===== config.mk =====
export PLATFORM = sky130hd
export DESIGN_NAME = pipe3_core_p_flat
export DESIGN_NICKNAME = d
export VERILOG_FILES = /design/src/rtl/pipe3_core_p_if.sv /design/src/rtl/pipe3_core_p.sv /design/src/flat_wrapper.sv
export SDC_FILE = /design/constraint.sdc
export NUM_CORES = 1
export LEC_CHECK = 0
export CAP_MARGIN = 20
export CORE_ASPECT_RATIO = 1.75
export CORE_MARGIN = 4
export CORE_UTILIZATION = 45
export DETAILED_ROUTE_END_ITERATION = 12
export PLACE_DENSITY_LB_ADDON = 0.25
export SETUP_SLACK_MARGIN = 0.05
export SKIP_LAST_GASP = 1
export SYNTH_ARGS = -nofsm -noshare
export SYNTH_HDL_FRONTEND = slang
export SYNTH_SLANG_ARGS = --single-unit

===== constraint.sdc =====
create_clock -name clock -period 4.4 [get_ports clock]
set_input_delay 0.66 -clock clock [delete_from_list [all_inputs] [get_ports clock]]
set_output_delay 0.66 -clock clock [all_outputs]
set_load 0.01 [all_outputs]

===== src/rtl/pipe3_core_p_if.sv =====
// Core-side bus of pipe3_core_p: instruction fetch port, run control and the
// pipeline observation outputs used by the harness.
interface pipe3_core_p_if #(
  parameter int DW = 16
);
  logic          run;
  logic [15:0]   imem_data;
  logic [DW-1:0] imem_addr;
  logic [DW-1:0] pc;
  logic [15:0]   ifid_ir;
  logic [15:0]   idex_ir;
  logic [DW-1:0] wd;
  logic [1:0]    wr;
  logic          we;

  modport master (
    input  run, imem_data,
    output imem_addr, pc, ifid_ir, idex_ir, wd, wr, we
  );

  modport slave (
    output run, imem_data,
    input  imem_addr, pc, ifid_ir, idex_ir, wd, wr, we
  );
endinterface


===== src/rtl/pipe3_core_p.sv =====
// Three-stage (IF/ID/EX) MIPS-subset core, DW-bit datapath, falling-edge state,
// EX->ID forwarding and EX-resolved BEQ/BNE with a two-slot flush.
module pipe3_core_p #(
  parameter int            DW       = 16,
  parameter logic [DW-1:0] RESET_PC = '0
) (
  input  logic          clock,
  input  logic          reset,
  pipe3_core_p_if.master bus
);
  localparam logic [3:0] OP_ADD  = 4'h0;
  localparam logic [3:0] OP_SUB  = 4'h1;
  localparam logic [3:0] OP_AND  = 4'h2;
  localparam logic [3:0] OP_OR   = 4'h3;
  localparam logic [3:0] OP_ADDI = 4'h4;
  localparam logic [3:0] OP_SLT  = 4'h7;
  localparam logic [3:0] OP_BEQ  = 4'h8;
  localparam logic [3:0] OP_BNE  = 4'h9;
  localparam logic [DW-1:0] PC_STEP = {{(DW-2){1'b0}}, 2'b10};

  function automatic logic writes_reg(input logic [3:0] op);
    case (op)
      OP_ADD, OP_SUB, OP_AND, OP_OR, OP_SLT, OP_ADDI: writes_reg = 1'b1;
      default:                                        writes_reg = 1'b0;
    endcase
  endfunction

  logic [DW-1:0] pc_q, pc_d;
  logic [15:0]   ifid_ir_q, ifid_ir_d;
  logic [DW-1:0] ifid_pc_q, ifid_pc_d;
  logic [15:0]   idex_ir_q, idex_ir_d;
  logic [DW-1:0] idex_pc_q, idex_pc_d;
  logic [DW-1:0] idex_a_q, idex_a_d;
  logic [DW-1:0] idex_b_q, idex_b_d;
  logic [DW-1:0] idex_imm_q, idex_imm_d;
  logic          idex_rw_q, idex_rw_d;
  logic [1:0]    idex_wr_q, idex_wr_d;
  logic [DW-1:0] rf_q [4];

  // ID decode
  logic [3:0]    id_op;
  logic [1:0]    id_rs, id_rt, id_rd;
  logic [DW-1:0] id_imm, id_rs_val, id_rt_val;

  assign id_op  = ifid_ir_q[15:12];
  assign id_rs  = ifid_ir_q[11:10];
  assign id_rt  = ifid_ir_q[9:8];
  assign id_rd  = ifid_ir_q[7:6];
  assign id_imm = {{(DW-8){ifid_ir_q[7]}}, ifid_ir_q[7:0]};

  // EX
  logic [3:0]    ex_op;
  logic [DW-1:0] ex_wd, ex_target;
  logic          ex_taken;

  assign ex_op     = idex_ir_q[15:12];
  assign ex_target = idex_pc_q + PC_STEP + {idex_imm_q[DW-2:0], 1'b0};
  assign ex_taken  = ((ex_op == OP_BEQ) && (idex_a_q == idex_b_q)) ||
                     ((ex_op == OP_BNE) && (idex_a_q != idex_b_q));

  always_comb begin
    ex_wd = '0;
    case (ex_op)
      OP_ADD, OP_ADDI: ex_wd = idex_a_q + idex_b_q;
      OP_SUB:          ex_wd = idex_a_q - idex_b_q;
      OP_AND:          ex_wd = idex_a_q & idex_b_q;
      OP_OR:           ex_wd = idex_a_q | idex_b_q;
      OP_SLT:          ex_wd = {{(DW-1){1'b0}}, $signed(idex_a_q) < $signed(idex_b_q)};
      default:         ex_wd = '0;
    endcase
  end

  // The register file is written on the same edge ID reads it, so the EX
  // result is bypassed; a pending write to $0 is never forwarded.
  always_comb begin
    id_rs_val = (id_rs == 2'd0) ? '0 : rf_q[id_rs];
    id_rt_val = (id_rt == 2'd0) ? '0 : rf_q[id_rt];
    if (idex_rw_q && (idex_wr_q != 2'd0) && (idex_wr_q == id_rs)) id_rs_val = ex_wd;
    if (idex_rw_q && (idex_wr_q != 2'd0) && (idex_wr_q == id_rt)) id_rt_val = ex_wd;
  end

  always_comb begin
    pc_d       = pc_q;
    ifid_ir_d  = ifid_ir_q;
    ifid_pc_d  = ifid_pc_q;
    idex_ir_d  = idex_ir_q;
    idex_pc_d  = idex_pc_q;
    idex_a_d   = idex_a_q;
    idex_b_d   = idex_b_q;
    idex_imm_d = idex_imm_q;
    idex_rw_d  = idex_rw_q;
    idex_wr_d  = idex_wr_q;
    if (bus.run) begin
      pc_d       = pc_q + PC_STEP;
      ifid_ir_d  = bus.imem_data;
      ifid_pc_d  = pc_q;
      idex_ir_d  = ifid_ir_q;
      idex_pc_d  = ifid_pc_q;
      idex_a_d   = id_rs_val;
      idex_b_d   = (id_op == OP_ADDI) ? id_imm : id_rt_val;
      idex_imm_d = id_imm;
      idex_rw_d  = writes_reg(id_op);
      idex_wr_d  = (id_op == OP_ADDI) ? id_rt : id_rd;
      // Taken branch squashes both younger instructions into nops.
      if (ex_taken) begin
        pc_d       = ex_target;
        ifid_ir_d  = '0;
        idex_ir_d  = '0;
        idex_a_d   = '0;
        idex_b_d   = '0;
        idex_imm_d = '0;
        idex_rw_d  = 1'b0;
        idex_wr_d  = 2'd0;
      end
    end
  end

  always_ff @(negedge clock) begin
    if (reset) begin
      pc_q       <= RESET_PC;
      ifid_ir_q  <= '0;
      ifid_pc_q  <= '0;
      idex_ir_q  <= '0;
      idex_pc_q  <= '0;
      idex_a_q   <= '0;
      idex_b_q   <= '0;
      idex_imm_q <= '0;
      idex_rw_q  <= 1'b0;
      idex_wr_q  <= 2'd0;
      for (int i = 0; i < 4; i++) rf_q[i] <= '0;
    end else begin
      pc_q       <= pc_d;
      ifid_ir_q  <= ifid_ir_d;
      ifid_pc_q  <= ifid_pc_d;
      idex_ir_q  <= idex_ir_d;
      idex_pc_q  <= idex_pc_d;
      idex_a_q   <= idex_a_d;
      idex_b_q   <= idex_b_d;
      idex_imm_q <= idex_imm_d;
      idex_rw_q  <= idex_rw_d;
      idex_wr_q  <= idex_wr_d;
      if (bus.run && idex_rw_q && (idex_wr_q != 2'd0)) rf_q[idex_wr_q] <= ex_wd;
    end
  end

  assign bus.imem_addr = pc_q;
  assign bus.pc        = pc_q;
  assign bus.ifid_ir   = ifid_ir_q;
  assign bus.idex_ir   = idex_ir_q;
  assign bus.wd        = ex_wd;
  assign bus.wr        = idex_wr_q;
  assign bus.we        = idex_rw_q & bus.run;
endmodule


===== src/flat_wrapper.sv =====
// flat-port wrapper written by rule: the top's interface ports become plain ports
module pipe3_core_p_flat 
#(
  parameter int            DW       = 16,
  parameter logic [DW-1:0] RESET_PC = '0
)
  (clock, reset, bus_run, bus_imem_data, bus_imem_addr, bus_pc, bus_ifid_ir, bus_idex_ir, bus_wd, bus_wr, bus_we);
  pipe3_core_p_if #(.DW(DW)) bus_i ();
  input  logic clock;
  input  logic reset;
  input wire logic [$bits(bus_i.run)-1:0] bus_run;
  input wire logic [$bits(bus_i.imem_data)-1:0] bus_imem_data;
  output wire logic [$bits(bus_i.imem_addr)-1:0] bus_imem_addr;
  output wire logic [$bits(bus_i.pc)-1:0] bus_pc;
  output wire logic [$bits(bus_i.ifid_ir)-1:0] bus_ifid_ir;
  output wire logic [$bits(bus_i.idex_ir)-1:0] bus_idex_ir;
  output wire logic [$bits(bus_i.wd)-1:0] bus_wd;
  output wire logic [$bits(bus_i.wr)-1:0] bus_wr;
  output wire logic [$bits(bus_i.we)-1:0] bus_we;
  assign bus_i.run = bus_run;
  assign bus_i.imem_data = bus_imem_data;
  assign bus_imem_addr = bus_i.imem_addr;
  assign bus_pc = bus_i.pc;
  assign bus_ifid_ir = bus_i.ifid_ir;
  assign bus_idex_ir = bus_i.idex_ir;
  assign bus_wd = bus_i.wd;
  assign bus_wr = bus_i.wr;
  assign bus_we = bus_i.we;
  pipe3_core_p #(.DW(DW), .RESET_PC(RESET_PC)) u_core (.clock(clock), .reset(reset), .bus(bus_i));
endmodule

Yosys cells after proc, flatten, opt, wreduce, memory -nomap -nowiden
Memory sizes are Yosys's and may differ from the RTL's. A register that Yosys moved wholly into a read port is not among the register bits.
Cells that the tools add are included.
{"block": "totals", "ram_bits": 64, "out_inout_bits": 83, "elab_cells": 80, "reg_bits": 130, "in_bits": 19, "memories": 1}
{"memory": "u_core.rf_q", "depth": 4, "word_bits": 16, "rd": 2, "rd_clocked_by_memory_dff": 2, "write_ports": 4, "line_no": "pipe3_core_p.sv:38", "source": "logic [DW-1:0] rf_q [4];"}
{"block": "op_classes", "n_lt_le_gt_ge": 1, "addsub": 5, "eq_ne": 16, "bitwise_logic": 3, "mux": 28, "reduce_logical": 16}
{"operator": "two-way mux 16 bit", "n": 11}
{"operator": "case mux 16 bit (5 select lines)", "n": 1}
{"operator": "adder 16 bit", "n": 2}
{"operator": "adder 16 x 2 -> 16 bit (second input constant)", "n": 2}
{"operator": "bitwise AND 16 bit", "n": 1}
{"operator": "equality test 16 bit", "n": 1}
{"operator": "equality test 4 x 2 -> 1 bit (second input constant)", "n": 4}
{"operator": "equality test 4 x 3 -> 1 bit (second input constant)", "n": 4}
{"operator": "< comparator 16 bit", "n": 1}
{"operator": "inequality test 16 bit", "n": 1}
{"operator": "bitwise OR 16 bit", "n": 1}
{"operator": "OR reduction 16 bit", "n": 1}
{"operator": "subtractor 16 bit", "n": 1}
{"operator": "two-way mux 15 bit", "n": 1}
{"operator": "two-way mux 2 bit", "n": 7}
{"operator": "equality test 4 x 1 -> 1 bit (second input constant)", "n": 2}
{"operator": "equality test 4 bit (second input constant)", "n": 2}
{"operator": "zero test 4 bit", "n": 2}
{"operator": "two-way mux 1 bit", "n": 8}
{"operator": "logical AND 1 bit", "n": 7}
{"operator": "OR reduction 6 bit", "n": 1}
{"operator": "equality test 2 bit", "n": 2}
{"operator": "zero test 2 bit", "n": 2}
{"operator": "nonzero test 2 bit", "n": 1}
{"operator": "3 further kinds", "n": 3}

Depth between registers and ports, before layout
Gate-level depths: netlist of the first run.
{"block": "depth", "depth_word": 7, "mapped_depth": 12, "mapped_depth_nobuf": 12}

==> impl_metrics.py, run 1 <==
metrics = {
    "run_status": {
        "status": "complete, but fails checks",
        "violations": "negative setup slack",
    },
    "power_and_ir_drop": {
        "p_per_area_mw_per_mm2": 321.2,
        "cellLeakagePower_nw": 7.851,
        "irDropWorstVdd_mv": 0.3387,
    },
    "route": {
        "vias_per_cell": 5.811,
        "drt_first_pass_iters": 5,
        "avgRoutedWirePerCell_um": 21.14,
        "drc": 0,
        "drt_iter0_drc": 961,
        "vias": 11971,
        "ant_nets": 0,
        "drt_wl_total_um": 43560,
    },
    "job": {
        "drv_cap": 0,
    },
    "clock_network": {
        "hold_buffers": 0,
        "cts_buffer_depth": 2,
        "path_clk_slew_ns": 0.06,
        "htree_levels": 4,
        "cts_buffers": 17,
        "cts_tree": "built",
        "clock_latency_ns": 0.50,
        "cts-root-buf": "clkbuf_16",
        "cts.sinks": 183,
    },
    "setup_path": {
        "r2r_start": "u_core.idex_a_q[7]",
        "startpoint": "u_core.idex_b_q[1]",
        "r2r_slack_ns": 0.89,
        "critPathBufInv": 4,
        "cp-endpoint": "bus_wd[13]",
        "crit_path_end_kind": "output pin",
        "critPathMaxFanout": 3,
        "rr_worst_depth": 12,
        "cp_slowest_cell": "a2111o_1",
        "arrival_ns": 5.32,
        "critical_path.most_common_cell": "buf_6",
        "r2r-end": "u_core.bus.imem_addr[14]",
        "crit_family": "compound AO/OA/AOI/OAI gates",
        "cp_cell_sequence": "inv_4 -> ha_4 -> nor2_4 -> o311ai_4 -> a2111o_1 -> buf_6 -> a2111oi_4 -> mux2_4 -> a211oi_4 -> inv_2 -> buf_6",
        "worstPathRequired_ns": 3.74,
        "cp-start-kind": "register",
        "critPathMaxStageDelay_ns": 0.52,
        "crit_type": "reg2out",
        "crit_cells": 11,
    },
    "logic_synthesis": {
        "synth.distinct_cells": 86,
        "synth_area_mm2": 0.01136,
        "ys_ff_latch": 183,
        "synth.avg_cell_area_um2": 9.222,
        "yosysTopAreaCell": "dfxtp_1",
        "synthCells": 1232,
        "yosysTopAreaCellShare_pct": 20.97,
        "synth_edf_count": 64,
        "synth.yosys.seq_area_share_pct": 37.89,
        "yosysWarnings": 0,
        "async_flop_share_pct": 0,
        "ys.flop_type": "dfxtp_1",
        "synth.area.top_cells": "dfxtp_1 21%, edfxtp_1 17%, ha_1 8.8%",
    },
    "global_route": {
        "met3_usage_pct": 7.557,
        "antenna_found_initial": 0,
        "grtUsageTotal_pct": 31.10,
        "grt-busiest-layer": "met2",
        "grt_pass1_wl_um": 66170,
        "grtUsageMet1_pct": 28.10,
        "gr-usage-met2_pct": 57.16,
        "overflow": 0,
        "grt_pass1_vias": 12773,
        "grt_max_degree": 70,
    },
    "floorplan": {
        "rows": 76,
        "die-area_mm2": 0.02795,
        "io_pins": 102,
        "die_h_um": 218.2,
        "coreArea_mm2": 0.02472,
        "start_util_pct": 45.95,
        "die_w_um": 128.1,
    },
    "timing": {
        "worstMarginPinSlew_ns": 0.9376,
        "fin_ws_ns": -1.581,
        "hold_viol_final": 0,
        "whs_ns": 0.4615,
        "fin_skew_ns": 0.03269,
        "relSlewSlack_pct": 37.41,
        "drv_slew": 0,
        "setup_viol": 16,
        "rsz0062_at_grt": "yes",
    },
    "final_layout": {
        "drive_gt1_share_pct": 29.69,
        "seqCellArea_mm2": 0.004373,
        "n_antenna_cell": 0,
        "utilization_pct": 67.36,
        "final_common_cell": "buf_4",
        "layout_common_cells": "257 x buf_4, 234 x inv_1, 132 x nor2_1",
        "multi_input_area_mm2": 0.007071,
        "n_fill_cell": 1995,
        "nNetsFinal": 1837,
        "area_growth_pct": 46.60,
    },
    "placement": {
        "port_buffers": 101,
        "preCtsSetupSlack_ns": -1.512,
        "globalplace.congestion": 0.9214,
        "post-dp-hpwl_um": 31480,
    },
    "hold_path": {
        "hp-class": "reg2reg",
        "whs_path_depth": 2,
    },
}
-- flip-flops by register name, indices dropped and copies added, names as in the netlist, named ones only --
register,cells
u_core.idex_a_q,16
u_core.idex_b_q,16
u_core.rf_q,64
u_core.ifid_pc_q,16
u_core.idex_rw_q,1
u_core.idex_pc_q,16
u_core.bus.idex_ir,8
u_core.idex_imm_q,8
u_core.bus.wr,2
u_core.bus.ifid_ir,16
u_core.bus.imem_addr,16
-- synth_stat cells, types with 16 or more instances --
cell type and count:
a21oi_1 101, buf_4 16, clkbuf_1 51, dfxtp_1 119
edfxtp_1 64, ha_1 80, inv_1 73, mux2i_1 34
mux4_2 32, nand2_1 101, nand3_1 52, nor2_1 136
nor3_1 23, o211ai_1 16, o21ai_0 44
-- metrics by stage --
| step | area (µm²) | cells | TNS, ns | total power, mW |
|---|---|---|---|---|
| 2_1_floorplan | 11730 | 1247 | -7.521 | 2.679 |
| 3_3_place_gp | 14550 | 1810 | -19.38 | 3.177 |
| 3_5_place_dp | 14550 | 1810 | -19.71 | 3.188 |
| 4_1_cts | 16400 | 2048 | -19.68 | 5.328 |
| 5_1_grt | 16650 | 2060 | -21.19 | 5.645 |
| 6_report | 16650 | 2060 | -20.00 | 5.350 |
-- timing repair --
item	4_1_cts	5_1_grt
resized for setup	189	52
pin swaps	56	46
setup buffers	26	14
setup endpoints to repair	49	34
-- where the power goes --
part	total [mW]	leakage, nW	internal [mW]	switching [mW]
logic	1.22	4.95	0.596	0.622
registers	1.89	1.64	1.82	0.0646
clock network	2.24	1.27	0.985	1.26
-- kinds of logic after synthesis --
logic type | Yosys count | share of synthesized area [%]
DFF | 183 | 37.89
buffers and inverters | 169 | 6.421
other | 1 | 0.03301
muxes | 67 | 9.438
adders and majority gates | 83 | 9.339
and+or+nand+nor | 387 | 15.85
AOI/OAI and AO/OA | 323 | 19.57
xor gates and xnor gates | 19 | 1.465
-- layer usage --
metal,share of wire [%],up-vias
li1,-,5508
met1,32,5710
met3,5.7,190
met2,54,563
met5,0,-
met4,8.3,0
-- worst min-delay path: stages (launching register included) --
cell and delay [ns]:
dfxtp_1 0.30, nand2_1 0.05, a21oi_1 0.05
-- how the worst min path moves through the flow --
stage | from | to | slack (ns)
finish | u_core.idex_pc_q[0] | u_core.bus.imem_addr[0] | 0.46
global route | u_core.idex_pc_q[0] | u_core.bus.imem_addr[0] | 0.48
CTS | u_core.idex_pc_q[0] | u_core.bus.imem_addr[0] | 0.46
detailed placement | u_core.idex_pc_q[0] | u_core.bus.imem_addr[0] | 0.45
global placement | u_core.idex_pc_q[0] | u_core.bus.imem_addr[0] | 0.44
floorplan | u_core.idex_pc_q[0] | u_core.bus.imem_addr[0] | 0.43
-- final cells by class --
cell class | count | share of cell area [%]
flip-flops and latches | 183 | 26.26
inverters | 73 | 1.735
multi-input cells | 895 | 42.45
clock buffers | 17 | 2.554
repair buffers | 382 | 19.53
clock inverters | 198 | 5.124
well taps | 312 | 2.344
Note: power is estimated with default switching activity, not from simulation.
==> run 2, diff against run 1 <==
--- a/config.mk
+++ b/config.mk
@@ -8,5 +8,5 @@
 export CAP_MARGIN = 20
 export CORE_ASPECT_RATIO = 1.75
-export CORE_MARGIN = 4
+export CORE_MARGIN = 2
 export CORE_UTILIZATION = 45
 export DETAILED_ROUTE_END_ITERATION = 12
==> constraint.sdc (replaced) <==
create_clock -name clock -period 4.4 [get_ports clock]
set_input_delay 0.66 -clock clock [delete_from_list [all_inputs] [get_ports clock]]
set_output_delay 0.66 -clock clock [all_outputs]
set_load 0.02 [all_outputs]
==> impl_metrics.py, run 2 (synthesis gave the netlist of run 1 again) <==
metrics = {
    "run_status": {
        "status": "complete, but fails checks",
        "violations": "negative setup slack",
    },
    "final_layout": {
        "layout_common_cells": "270 x buf_4, 230 x inv_1, 131 x nor2_1",
        "nNetsFinal": 1848,
        "n_antenna_cell": 0,
        "seqCellArea_mm2": 0.004343,
        "largest_reg_flops": 64,
        "area_growth_pct": 47.46,
        "multi_input_area_mm2": 0.007048,
        "final_common_cell": "buf_4",
        "drive_gt1_share_pct": 29.45,
        "largest-register": "u_core.rf_q",
        "n_fill_cell": 2075,
    },
    "placement": {
        "port_buffers": 101,
        "post-dp-hpwl_um": 31150,
        "preCtsSetupSlack_ns": -1.588,
        "globalplace.congestion": 0.9915,
    },
    "clock_network": {
        "path_clk_slew_ns": 0.05,
        "clock_latency_ns": 0.49,
        "cts_buffers": 17,
        "cts_buffer_depth": 2,
        "cts.sinks": 183,
        "cts_tree": "built",
        "htree_levels": 4,
        "cts-root-buf": "clkbuf_16",
        "hold_buffers": 0,
    },
    "timing": {
        "hold_viol_final": 0,
        "relSlewSlack_pct": 40.95,
        "drv_slew": 0,
        "setup_viol": 16,
        "rsz0062_at_grt": "yes",
        "tns_ns": -21.09,
        "fin_skew_ns": 0.02344,
        "fin_ws_ns": -1.628,
        "worstMarginPinSlew_ns": 0.8845,
    },
    "floorplan": {
        "die_h_um": 214.2,
        "coreArea_mm2": 0.02505,
        "start_util_pct": 45.35,
        "die_w_um": 124.1,
        "io_pins": 102,
        "die-area_mm2": 0.02658,
        "rows": 77,
    },
    "job": {
        "drv_cap": 0,
    },
    "global_route": {
        "grt_pass1_wl_um": 64850,
        "grt_max_degree": 61,
        "grt_pass1_vias": 12476,
        "grtUsageTotal_pct": 32.50,
        "antenna_found_initial": 0,
        "overflow": 0,
    },
    "route": {
        "drt_wl_total_um": 42960,
        "vias_per_cell": 5.729,
        "ant_nets": 0,
        "avgRoutedWirePerCell_um": 20.71,
        "drc": 0,
        "vias": 11888,
        "drt_iter0_drc": 828,
        "drt_first_pass_iters": 6,
    },
    "setup_path": {
        "crit_type": "reg2out",
        "worstPathRequired_ns": 3.74,
        "rr_worst_depth": 12,
        "cp_slowest_cell": "a2111o_1",
        "critPathMaxFanout": 3,
        "crit_path_end_kind": "output pin",
        "cp_cell_sequence": "inv_4 -> ha_4 -> nor2_4 -> o311ai_4 -> a2111o_1 -> buf_6 -> a2111oi_4 -> mux2_4 -> a211oi_4 -> inv_2 -> buf_6",
        "critical_path.most_common_cell": "buf_6",
        "critPathMaxStageDelay_ns": 0.50,
        "cp-start-kind": "register",
        "arrival_ns": 5.37,
    },
    "hold_path": {
        "whs_path_depth": 2,
        "hp-class": "reg2reg",
    },
    "power_and_ir_drop": {
        "cellLeakagePower_nw": 8.044,
        "p_per_area_mw_per_mm2": 331.1,
        "power_mw": 5.546,
        "irDropWorstVdd_mv": 0.4455,
    },
}
run 2: cell count changes in the layout (fill, tap and decap cells not counted), sizes merged, moves of 4 or more:
cell,change
buf,+13
dlygate4sd2,+28
clkdlybuf4s50,-27
bufinv,+4
clkinv,-5
run 2: final timing paths:
path / from / to / slack (ns)
worst max register to register: u_core.idex_a_q[1] / u_core.idex_a_q[6] / 0.70
worst min-delay path: u_core.idex_pc_q[0] / u_core.bus.imem_addr[0] / 0.44
worst min register to register: u_core.idex_pc_q[0] / u_core.bus.imem_addr[0] / 0.44
worst max-delay path: u_core.idex_a_q[1] / bus_wd[13] / -1.63
run 2: timing repair:
action	CTS	global route
setup buffers	27	19
endpoints found under the setup margin	54	32
resized for setup	207	45
pin swaps	48	38
run 2: metrics by stage:
stage | utilization (%) | std cells | area [µm²] | hold WS (ns)
final | 66.88 | 2075 | 16750 | 0.4398
after detailed placement | 58.54 | 1820 | 14660 | 0.4490
after floorplan | - | 1247 | 11760 | 0.4312
after global placement | 58.54 | 1820 | 14660 | 0.4535
after CTS | 65.81 | 2060 | 16480 | 0.4397
after global routing | 66.88 | 2075 | 16750 | 0.4612
run 2: power breakdown:
group	internal [mW]	leakage [nW]	total [mW]	switching, mW
Clock	1.19	1.30	2.39	1.19
Combinational	0.618	5.12	1.27	0.654
Sequential	1.83	1.63	1.89	0.0608
Total	3.64	8.04	5.55	1.91
run 2: cell type report:
type,instances,share of cell area [%]
timing repair buffer,393,20.02
clock inverter,198,5.392
tap,316,2.360
sequential,183,25.92
inverter,73,1.688
clock buffer,17,2.539
multi-input combinational,895,42.07
run 2: per-layer routing:
layer	global-route usage (%)	routed length, µm
met1	29.64	13990
met2	56.78	22920
met3	8.085	2222
met4	29.48	3830
met5	0	0
run 2: critical path, delay by kind of cell (launching register included):
family | cells | cell delay [ns]
buf+inv | 4 | 0.39
mux | 1 | 0.35
flops | 1 | 0.36
fa+ha+maj | 1 | 0.24
simple gates | 1 | 0.15
compound gates | 4 | 1.20
